**src/rtl/mmio_arbiter.sv**
```systemverilog
// mmio_arbiter: two-requester arbiter feeding one MMIO port, one transaction outstanding at a time.
// Define MMIO_ARB_ROUND_ROBIN_EN for round-robin on simultaneous requests; default is fixed m0 priority.
module mmio_arbiter #(
  parameter int RD_LAT = 1
) (
  input  logic        clk,
  input  logic        rst_n,
  input  logic        m0_req,
  input  logic        m0_we,
  input  logic [1:0]  m0_size,
  input  logic        m0_unsigned,
  input  logic [31:0] m0_addr,
  input  logic [31:0] m0_wdata,
  output logic        m0_gnt,
  output logic        m0_rvalid,
  output logic [31:0] m0_rdata,
  input  logic        m1_req,
  input  logic        m1_we,
  input  logic [1:0]  m1_size,
  input  logic        m1_unsigned,
  input  logic [31:0] m1_addr,
  input  logic [31:0] m1_wdata,
  output logic        m1_gnt,
  output logic        m1_rvalid,
  output logic [31:0] m1_rdata,
  output logic        bus_en,
  output logic        bus_we,
  output logic [1:0]  bus_size,
  output logic        bus_unsigned,
  output logic [31:0] bus_addr,
  output logic [31:0] bus_wdata,
  input  logic [31:0] bus_rdata,
  output logic        busy
);
  localparam logic [1:0] IDLE = 2'd0, ISSUE = 2'd1, WAIT = 2'd2, RESP = 2'd3;
  logic [1:0] state, next;
  logic [2:0] cnt;
  logic       owner, win, any, take;
  logic [1:0] req_size;
  assign any  = m0_req | m1_req;
  assign take = (state == IDLE) && any;
`ifdef MMIO_ARB_ROUND_ROBIN_EN
  logic last;
  assign win = (m0_req && m1_req) ? ~last : m1_req;
  // last=1 at reset so the first contested grant goes to m0
  always_ff @(posedge clk or negedge rst_n)
    if (!rst_n) last <= 1'b1;
    else if (take) last <= win;
`else
  assign win = ~m0_req;
`endif
  assign req_size = win ? m1_size : m0_size;
  always_ff @(posedge clk or negedge rst_n)
    if (!rst_n) state <= IDLE;
    else state <= next;
  always_comb begin
    next = state;
    case (state)
      IDLE:    next = any ? ISSUE : IDLE;
      ISSUE:   next = WAIT;
      WAIT:    next = (cnt == 3'd0) ? RESP : WAIT;
      default: next = IDLE;
    endcase
  end
  // gnt is combinational from req, so it is gated by rst_n to stay low during reset
  always_comb begin
    m0_gnt    = rst_n && (state == IDLE) && m0_req && !win;
    m1_gnt    = rst_n && (state == IDLE) && m1_req && win;
    bus_en    = state == ISSUE;
    busy      = state != IDLE;
    m0_rvalid = (state == RESP) && !owner;
    m1_rvalid = (state == RESP) && owner;
  end
  always_ff @(posedge clk or negedge rst_n)
    if (!rst_n) begin
      owner        <= 1'b0;
      cnt          <= 3'd0;
      bus_we       <= 1'b0;
      bus_size     <= 2'b00;
      bus_unsigned <= 1'b0;
      bus_addr     <= 32'd0;
      bus_wdata    <= 32'd0;
      m0_rdata     <= 32'd0;
      m1_rdata     <= 32'd0;
    end else begin
      if (take) begin
        owner        <= win;
        bus_we       <= win ? m1_we : m0_we;
        bus_size     <= (req_size == 2'b11) ? 2'b10 : req_size;
        bus_unsigned <= win ? m1_unsigned : m0_unsigned;
        bus_addr     <= win ? m1_addr : m0_addr;
        bus_wdata    <= win ? m1_wdata : m0_wdata;
      end
      if (state == ISSUE) cnt <= 3'(RD_LAT - 1);
      else if (state == WAIT && cnt != 3'd0) cnt <= cnt - 3'd1;
      if (state == WAIT && cnt == 3'd0 && !bus_we && !owner) m0_rdata <= bus_rdata;
      if (state == WAIT && cnt == 3'd0 && !bus_we && owner) m1_rdata <= bus_rdata;
    end
endmodule
```
**config.mk**
```make
export PLATFORM = sky130hd
export DESIGN_NAME = mmio_arbiter
export DESIGN_NICKNAME = d
export VERILOG_FILES = /design/src/rtl/mmio_arbiter.sv
export SDC_FILE = /design/constraint.sdc
export NUM_CORES = 1
export LEC_CHECK = 0
export ABC_AREA = 1
export BUFFER_PORTS_ARGS = -buffer_cell sky130_fd_sc_hd__buf_4
export CAP_MARGIN = 20
export CORE_MARGIN = 4
export CORE_UTILIZATION = 30
export DETAILED_ROUTE_END_ITERATION = 8
export HOLD_SLACK_MARGIN = 0.05
export PLACE_DENSITY = 0.53
export SETUP_SLACK_MARGIN = 0.02
export SLEW_MARGIN = 20
export SYNTH_ARGS = -nofsm -noshare
export SYNTH_HDL_FRONTEND = slang
export SYNTH_SLANG_ARGS = --single-unit
```
**constraint.sdc**
```tcl
create_clock -name clk -period 3.7 [get_ports clk]
set_input_delay 0.555 -clock clk [delete_from_list [all_inputs] [get_ports clk]]
set_output_delay 0.555 -clock clk [all_outputs]
set_load 0.05 [all_outputs]
```
==> results of run 1 <==
==> logic make-up (layout without fill, tap and decap cells) <==
kind of cell	after synthesis	count (layout)	synth area share [%]
AND/OR/NAND/NOR	618	618	38.6
flip-flops	138	138	55.1
buffers and inverters	66	372	4.31
AO/OA/AOI/OAI	8	8	0.819
adder cells (fa/ha/maj)	6	6	1.20
==> critical path: cells and delay by family, from the launching register on <==
kind / cells / cell delay (ns)
fa+ha+maj: 1 / 0.30
buf+inv: 3 / 0.40
flops: 1 / 0.40
simple gates: 1 / 0.17
==> power by group through the flow <==
stage                     clock, mW  combinational [mW]  sequential (mW)
after floorplan                   0                1.37             5.02
after global placement            0                5.60             2.67
after detailed placement          0                5.63             2.68
after CTS                      1.71                5.62             2.68
after global routing           1.78                5.92             2.76
final                          1.67                5.54             2.67
==> layout by cell type, fill, tap and decap left out, drive strengths merged <==
master	netlist	layout
nand2	538	538
buf	19	322
dfrtp	138	138
nand3	71	71
inv	18	27
clkbuf	29	17
ha	6	6
nor2	6	6
o21ai	6	6
clkinv	0	3
a21oi	2	2
nand4	2	2
clkinvlp	0	2
nor3	1	1
bufinv	0	1
==> stage by stage <==
step | utilization, % | area, sq um
6_report | 46.2 | 9410
2_1_floorplan | - | 6270
5_1_grt | 46.2 | 9410
3_5_place_dp | 43.4 | 8830
3_3_place_gp | 43.4 | 8830
4_1_cts | 46.2 | 9410
==> sequential cells by signal, indices dropped and copies added, names as in the netlist <==
name	cells
bus_we	1
state	2
m1_rdata	32
bus_unsigned	1
bus_addr	32
m0_rdata	32
bus_wdata	32
cnt	3
owner	1
bus_size	2
==> metal layers <==
metal | up-vias | wire length [um]
met1 | 2747 | 9210
met3 | 16 | 1830
met2 | 243 | 9680
li1 | 3149 | -
met5 | - | 0
met4 | 0 | 299
==> worst max-delay path by stage <==
stage | endpoint | slack [ns] | depth (start not counted)
detailed placement | m1_gnt | 1.61 | 4
global placement | m1_gnt | 1.61 | 4
floorplan | m0_gnt | 1.04 | 4
finish | m0_gnt | 1.45 | 5
CTS | m0_gnt | 1.41 | 5
global route | m0_gnt | 1.34 | 5
==> cell type report <==
type,count,share of cell area (%)
clock buffers,17,4.52
clock inverters,15,1.62
inverters,18,0.718
multi-input cells,632,27.1
flip-flops and latches,138,36.7
well taps,270,3.59
repair buffers,322,25.7
==> summary.txt, run 1 <==
Clock network
  – Clock slew at reported path FFs: 0.06 ns
  – H-tree levels: 4
  – Post-CTS setup buffer count: 0
  – Clock tree buffer depth: 2
  – TritonCTS clock tree: yes
  – Skew-Pair Late Insertion Delay: 0.41 ns
  – Clock sinks: 138
  – Post-cts repair resize count: 0
  – Post-CTS Hold Buffers: 0
  – Clock buffer count from CTS: 17
  – CTS root buf: clkbuf_16

Worst setup path
  – Reg-to-Reg End: m1_rdata[21]$_DFFE_PN0P_
  – Worst path most repeated cell: inv_1
  – Worst reg2reg setup slack: 1.64 ns
  – Slowest cell on the critical path: dfrtp_1
  – CP startpoint: state[0]$_DFF_PN0_
  – Crit-path cells: inv_1, ha_1, inv_1, nor3_1, buf_4
  – Slowest stage delay, CP: 0.40 ns
  – Setup crit start kind: register
  – Crit path DAT: 1.69 ns
  – Worst-path fanout max: 3
  – Type of the worst setup path: reg -> out
  – CP required: 3.14 ns
  – Worst R2R Path Depth: 7
  – Worst reg2reg path startpoint: state[0]$_DFF_PN0_
  – Crit. End Element: output port

Power and ir drop
  – Power Density: 1050 nW/um^2
  – Seq pwr share: 27.0%
  – Clock power frac: 16.9%
  – Combinational share of power: 56.1%
  – Switch share: 52.4%
  – Power Total: 9.87 mW
  – Sw power: 5.17 mW
  – Leak: 5.45 nW
  – Peak supply drop: 392 uV
  – Internal Pwr Total: 4.70 mW

Timing
  – Relative slew slack: 46.7%
  – Final Hold Fails: 0
  – Hold Slack: 0.117 ns
  – RSZ-0062 raised after global routing: no
  – Final setup viols: 0
  – Worst clock skew: 0.00782 ns
  – Slew Viols, Final: 0
  – Tcrit/Tclk final: 60.8%
  – PnR worst setup slack: 1.45 ns
  – Final Critical Period: 2.25 ns
  – Tightest Pin Transition: 0.800 ns
  – Fmax: 0.445 GHz
  – Fin Setup TNS: 0 ns

Drt
  – DR vias: 6,155
  – Via-per-instance ratio: 4.36
  – Avg WL per Cell: 14.9 um
  – Final ANT Viol Nets: 0
  – Initial drt markers: 250
  – # DRC: 0
  – Drt first pass iters: 4
  – Final wirelength: 21.0 mm

Global routing
  – Met2 GRT Util: 27.8%
  – First-pass GRT wire length: 32.9 mm
  – Met1 Use GR: 22.7%
  – GRT busiest layer: met2
  – M3 GR Usage: 6.45%
  – Vias in the first global route: 6,051
  – GRT overflow: 0
  – Initial antenna violation count: 0
  – Total track usage: 17.6%
  – Largest net degree at the start of global routing: 72

Finish
  – Synthesis-to-finish area growth: 50.1%
  – Nets@finish: 1,307
  – Multi-input gate area: 2550 sq um
  – # fillers: 2,099
  – Share of cells above drive strength 1: 31.4%
  – Reg area: 3450 sq um
  – Fin cells: 1,412
  – Antenna diodes: 0

Die
  – Starting Density: 30.8%
  – Row count: 52
  – Ports: 310
  – Die ar.: 23,300 sq um
  – Die height: 153 um
  – Core area: 20,400 sq um
  – Die width: 153 um

Synth
  – Cell area after technology mapping: 6270 sq um
  – Post-synth EDFFs: 0
  – Avg Cell Area, Syn: 7.50 sq um
  – Post-Synthesis Cells: 836
  – Synth area leaders: dfrtp_1, nand2_1, nand3_1
  – Async SR Flop Fraction: 100%
  – Seq/Total Area, Yosys: 55.1%
  – YS warnings: 0
  – Net Count, Synth: 1,014
  – Register bit total from synthesis: 138
  – Cell with the most instances after synthesis: nand2_1
  – Top cells by count, synth: nand2_1, dfrtp_1, nand3_1, clkbuf_1, buf_2
  – Post-synth top area share: 55.1%
  – Library cells used by synthesis: 17
  – Main synth FF type: dfrtp_1
  – Synth area leader: dfrtp_1

Worst hold path
  – Worst min path class: in -> async

Placement
  – Cells after DPL: 1,380
  – Pre-CTS setup slack: 1.61 ns
  – Routability congestion estimate: 0.737
  – Hpwl dp: 15.1 mm
  – Port Buf Inserts: 309

Job
  – Max-Cap Viols: 0

Status
  – Status: completed
Power figures use the tool's default switching activity.
==> run 2, diff against run 1 <==
PLACE_DENSITY = 0.55   (was 0.53)
clock period = 1.91 ns   (was 3.7 ns; I/O delays follow)
==> summary.txt, run 2 (synthesized netlist as in run 1, its figures left out) <==
Status
  – Status: completed (unchanged)

Worst setup path
  – Worst reg2reg path startpoint: state[0]$_DFF_PN0_ (unchanged)
  – Slowest cell on the critical path: dfrtp_1 (unchanged)
  – CP required: 1.62 ns (was 3.14 ns)
  – Crit. End Element: output port (unchanged)
  – Reg-to-Reg End: m1_rdata[15]$_DFFE_PN0P_ (was m1_rdata[21]$_DFFE_PN0P_)
  – CP startpoint: state[1]$_DFF_PN0_ (was state[0]$_DFF_PN0_)
  – Crit path DAT: 1.53 ns (was 1.69 ns)
  – CP delay by family, top: flip-flops (unchanged)
  – Worst reg2reg setup slack: 0.33 ns (was 1.64 ns)
  – Worst R2R Path Depth: 7 (unchanged)
  – Slowest stage delay, CP: 0.40 ns (about the same)
  – Worst-path fanout max: 3 (unchanged)
  – Buf+Inv Stages, Crit Path: 3 (unchanged)
  – Setup crit start kind: register (unchanged)
  – Type of the worst setup path: reg -> out (unchanged)
  – Worst path most repeated cell: inv_1 (unchanged)
  – Crit-path cells: inv_1, ha_4, inv_1, nor3_4, buf_6 (was inv_1, ha_1, inv_1, nor3_1, buf_4)

Finish
  – Share of cells above drive strength 1: 31.7% (was 31.4%)
  – Nets@finish: 1,309 (was 1,307)
  – Leading cell type in the layout, fill and taps excluded: nand2_1 (unchanged)
  – Final Core Density: 46.9% (was 46.2%)
  – Synthesis-to-finish area growth: 52.3% (was 50.1%)
  – Most frequent cells in the layout: nand2_1, buf_4, dfrtp_1 (unchanged)
  – Fin cells: 1,415 (was 1,412)

Clock network
  – Clock buffer count from CTS: 17 (unchanged)
  – TritonCTS clock tree: yes (unchanged)
  – Clock sinks: 138 (unchanged)
  – Clock tree buffer depth: 2 (unchanged)
  – CTS root buf: clkbuf_16 (unchanged)
  – Skew-Pair Late Insertion Delay: 0.42 ns (was 0.41 ns)
  – H-tree levels: 4 (unchanged)
  – Clock slew at reported path FFs: 0.07 ns (was 0.06 ns)

Power and ir drop
  – Peak supply drop: 777 uV (was 392 uV)
  – Leak: 5.48 nW (was 5.45 nW)
  – Power Total: 19.4 mW (was 9.87 mW)
  – Power Density: 2030 nW/um^2 (was 1050 nW/um^2)

Global routing
  – Total track usage: 17.8% (was 17.6%)
  – Largest net degree at the start of global routing: 90 (was 72)
  – GRT overflow: 0 (unchanged)
  – Vias in the first global route: 6,064 (was 6,051)
  – Initial antenna violation count: 1 (was 0)
  – First-pass GRT wire length: 33.3 mm (was 32.9 mm)

Timing
  – Final Critical Period: 1.82 ns
  – Fin Setup TNS: 0 ns (unchanged)
  – Final Hold Fails: 0 (unchanged)
  – Worst clock skew: 0.00840 ns (was 0.00782 ns)
  – Tcrit/Tclk final: 95.1%
  – Tightest Pin Transition: 0.612 ns (was 0.800 ns)
  – Slew Viols, Final: 0 (unchanged)
  – Final setup viols: 0 (unchanged)
  – Fmax: 0.550 GHz
  – RSZ-0062 raised after global routing: no (unchanged)
  – Hold Slack: 0.106 ns (was 0.117 ns)
  – Relative slew slack: 59.2% (was 46.7%)

Placement
  – Routability congestion estimate: 0.756 (was 0.737)
  – Hpwl dp: 15.4 mm (was 15.1 mm)
  – Cells after DPL: 1,381 (was 1,380)
  – Port Buf Inserts: 309 (unchanged)

Drt
  – Final wirelength: 21.1 mm (was 21.0 mm)
  – # DRC: 0 (unchanged)
  – Initial drt markers: 288 (was 250)
  – Drt first pass iters: 5 (was 4)
  – Final ANT Viol Nets: 0 (unchanged)
  – Avg WL per Cell: 14.9 um (about the same)
  – DR vias: 6,212 (was 6,155)
  – Via-per-instance ratio: 4.39 (was 4.36)

Worst hold path
  – WHS Path Cells: 3
  – Hold Startpoint: bus_rdata[10]
  – Min-Delay Endpoint: m1_rdata[10]$_DFFE_PN0P_
  – Worst min path class: in -> reg (was in -> async)

Die
  – Core area: 20,400 sq um (unchanged)
  – Die height: 153 um (unchanged)
  – Starting Density: 30.8% (unchanged)
  – Row count: 52 (unchanged)
  – Ports: 310 (unchanged)
  – Die ar.: 23,300 sq um (unchanged)
  – Die width: 153 um (unchanged)

Job
  – Max-Cap Viols: 0 (unchanged)
==> run 2: cell count changes in the layout (fill, tap and decap cells not counted), sizes merged <==
cell / change
diode: +1
clkinvlp: +1
clkinv: -1
buf: +1
dlygate4sd3: +1
==> run 2: metrics by stage <==
step	setup WS, ns	cell area [sq um]
2_1_floorplan	0.166	6280
3_3_place_gp	0.384	8930
3_5_place_dp	0.365	8930
4_1_cts	0.0408	9540
5_1_grt	0.0259	9540
6_report	0.0934	9540
==> run 2: layer usage <==
layer  up-vias  wire length [um]  GRT usage [%]
li1       3155                 -              -
met1      2797              9310           23.7
met2       244              9600           27.9
met3        16              1890           5.88
met4         0               350           5.35
met5         -                 0              0
==> run 2: final cells by class <==
type,count,area [sq um]
flip-flops and latches,138,3450
diodes,1,2.50
inverters,18,67.6
repair buffers,324,2530
multi-input cells,632,2570
clock buffers,17,425
well taps,270,338
clock inverters,15,154
fillers,2123,10800
==> run 2: worst max path at each step <==
| stage | endpoint | depth (start not counted) |
|---|---|---|
| final | m0_gnt | 5 |
| after global routing | m0_gnt | 5 |
| after CTS | m0_gnt | 5 |
| after detailed placement | m0_rdata[9]$_DFFE_PN0P_ | 7 |
| after global placement | bus_we$_DFFE_PN0P_ | 7 |
| after floorplan | m0_gnt | 4 |
==> run 2: worst reg2reg max path, cell delays in order (launching register included) <==
cell and delay, ns:
dfrtp_1 0.41, inv_2 0.10, ha_1 0.23, nand3_1 0.16, nor2_4 0.13, buf_12 0.25, nand3_1 0.15, nand2_1 0.08
==> run 2: report_power, final <==
part	leakage (nW)	internal [mW]	total (mW)	switching, mW
registers	1.71	4.33	5.13	0.802
logic	3.50	3.08	11.0	7.89
clock network	0.276	1.84	3.25	1.41
total	5.48	9.25	19.4	10.1
==> run 2: what timing repair did <==
| item | CTS | global route |
|---|---|---|
| hold buffers | 1 | 0 |
| hold endpoints to repair | 138 | 0 |
| setup buffers | 0 | 0 |
| resized for setup | 3 | 1 |
| endpoints found under the setup margin | 1 | 1 |
==> run 3, diff against run 2 <==
RECOVER_POWER = 100   (was default)
==> summary.txt, run 3 (synthesized netlist as in run 1, its figures left out) <==
Clock network
  – TritonCTS clock tree: yes (unchanged)
  – Skew-Pair Late Insertion Delay: 0.42 ns (about the same)
  – Clock tree buffer depth: 2 (unchanged)
  – Clock buffer count from CTS: 17 (unchanged)
  – Clock sinks: 138 (unchanged)
  – Clock slew at reported path FFs: 0.07 ns (about the same)
  – Post-CTS setup buffer count: 0 (unchanged)
  – CTS root buf: clkbuf_16 (unchanged)
  – H-tree levels: 4 (unchanged)

Status
  – Status: completed (unchanged)

Global routing
  – Total track usage: 17.8% (unchanged)
  – GRT overflow: 0 (unchanged)
  – Vias in the first global route: 6,064 (unchanged)
  – Initial antenna violation count: 1 (unchanged)
  – Largest net degree at the start of global routing: 90 (unchanged)
  – First-pass GRT wire length: 33.3 mm (unchanged)

Worst hold path
  – Hold Startpoint: bus_rdata[10] (unchanged)
  – Worst min path class: in -> reg (unchanged)
  – WHS Path Cells: 3 (unchanged)
  – Min-Delay Endpoint: m1_rdata[10]$_DFFE_PN0P_ (unchanged)

Finish
  – Synthesis-to-finish area growth: 43.6% (was 52.3%)
  – Share of cells above drive strength 1: 20.1% (was 31.7%)
  – Leading cell type in the layout, fill and taps excluded: nand2_1 (unchanged)
  – Most frequent cells in the layout: nand2_1, buf_4, dfrtp_1 (unchanged)
  – Fin area: 9000 sq um (was 9540 sq um)
  – Nets@finish: 1,309 (unchanged)

Worst setup path
  – Worst-path fanout max: 3 (unchanged)
  – Buf+Inv Stages, Crit Path: 3 (unchanged)
  – Levels on crit path: 5 (unchanged)
  – Crit. End Element: output port (unchanged)
  – Slowest stage delay, CP: 0.40 ns (about the same)
  – Worst reg2reg path startpoint: state[0]$_DFF_PN0_ (unchanged)
  – Worst path most repeated cell: inv_1 (unchanged)
  – Worst R2R Path Depth: 7 (unchanged)
  – Crit-path cells: inv_1, ha_4, inv_1, nor3_4, buf_6 (unchanged)
  – Worst reg2reg setup slack: 0.20 ns (was 0.33 ns)
  – Type of the worst setup path: reg -> out (unchanged)
  – Reg-to-Reg End: m1_rdata[19]$_DFFE_PN0P_ (was m1_rdata[15]$_DFFE_PN0P_)
  – CP delay by family, top: flip-flops (unchanged)
  – Crit path DAT: 1.52 ns (was 1.53 ns)
  – CP required: 1.62 ns (about the same)
  – Setup crit start kind: register (unchanged)
  – Slowest cell on the critical path: dfrtp_1 (unchanged)

Drt
  – DR vias: 6,238 (was 6,212)
  – Initial drt markers: 284 (was 288)
  – Via-per-instance ratio: 4.41 (was 4.39)
  – Final wirelength: 21.1 mm (about the same)
  – Avg WL per Cell: 14.9 um (about the same)
  – # DRC: 0 (unchanged)
  – Final ANT Viol Nets: 0 (unchanged)
  – Drt first pass iters: 5 (unchanged)

Die
  – Starting Density: 30.8% (unchanged)
  – Die height: 153 um (unchanged)
  – Row count: 52 (unchanged)
  – Die width: 153 um (unchanged)
  – Core area: 20,400 sq um (unchanged)
  – Die ar.: 23,300 sq um (unchanged)
  – Ports: 310 (unchanged)

Timing
  – Fmax: 0.552 GHz (was 0.550 GHz)
  – Final Hold Fails: 0 (unchanged)
  – RSZ-0062 raised after global routing: no (unchanged)
  – Worst clock skew: 0.00850 ns (was 0.00840 ns)
  – Final setup viols: 0 (unchanged)
  – Final Critical Period: 1.81 ns (was 1.82 ns)
  – Fin Setup TNS: 0 ns (unchanged)
  – Tcrit/Tclk final: 94.8% (was 95.1%)
  – Tightest Pin Transition: 1.19 ns (was 0.612 ns)
  – Relative slew slack: 20.6% (was 59.2%)
  – Slew Viols, Final: 0 (unchanged)

Placement
  – Routability congestion estimate: 0.756 (unchanged)
  – Placed Area: 8930 sq um (unchanged)
  – Port Buf Inserts: 309 (unchanged)
  – Hpwl dp: 15.4 mm (unchanged)

Power and ir drop
  – Peak supply drop: 690 uV (was 777 uV)
  – Power Density: 2010 nW/um^2 (was 2030 nW/um^2)
  – Leak: 4.96 nW (was 5.48 nW)

Job
  – Max-Cap Viols: 0 (unchanged)
==> run 3: changes by cell type in the layout (fill, tap and decap cells not counted), sizes merged <==
cell / previous run / this run
buf: 323 / 184
clkbuf: 17 / 156
==> run 3: power breakdown <==
part	internal, mW	total (mW)	switching, mW
clock network	1.84	3.24	1.40
logic	1.84	9.72	7.89
registers	4.32	5.10	0.773
==> run 3: timing repair <==
action | CTS | global route
gates resized for setup | 3 | 1
hold buffers | 1 | 0
endpoints found under the setup margin | 1 | 1
cloned | 0 | 0
endpoints found under the hold margin | 138 | 0
==> run 3: cell type report <==
type | instances | area (sq um)
diodes | 1 | 2.50
clock buffers | 17 | 425
clock inverters | 15 | 154
fillers | 2265 | 11400
inverters | 18 | 67.6
multi-input cells | 632 | 2570
flip-flops and latches | 138 | 3450
well taps | 270 | 338
repair buffers | 324 | 1990
==> run 3: routing by layer <==
metal  up-vias  GRT usage [%]  wire, um
li1       3153              -         -
met1      2816           23.7      9460
met2       253           27.9      9570
met3        16           5.88      1760
met4         0           5.35       346
met5         -              0         0
==> run 3: how the worst max path moves through the flow <==
stage	to	startpoint
floorplan	m0_gnt	state[0]$_DFF_PN0_
global placement	bus_we$_DFFE_PN0P_	state[0]$_DFF_PN0_
detailed placement	m0_rdata[9]$_DFFE_PN0P_	state[0]$_DFF_PN0_
CTS	m0_gnt	state[0]$_DFF_PN0_
global route	m0_gnt	state[1]$_DFF_PN0_
finish	m0_gnt	state[1]$_DFF_PN0_
==> run 3: worst min-delay path, delay by kind of cell <==
family	cells	cell delay [ns]
and+or+nand+nor	2	0.12
buffers and inverters	1	0.08
==> run 3: stage by stage <==
step                hold WS (ns)  std cells  utilization (%)  power, mW  setup slack, ns
floorplan               -0.00909        836                -       12.4            0.166
global placement          0.0780       1381             43.9       16.2            0.384
detailed placement        0.0781       1381             43.9       16.2            0.365
CTS                       0.0856       1414             46.8       19.6           0.0408
global route              0.0993       1415             44.2       19.2           0.0272
finish                     0.108       1415             44.2       18.1           0.0986
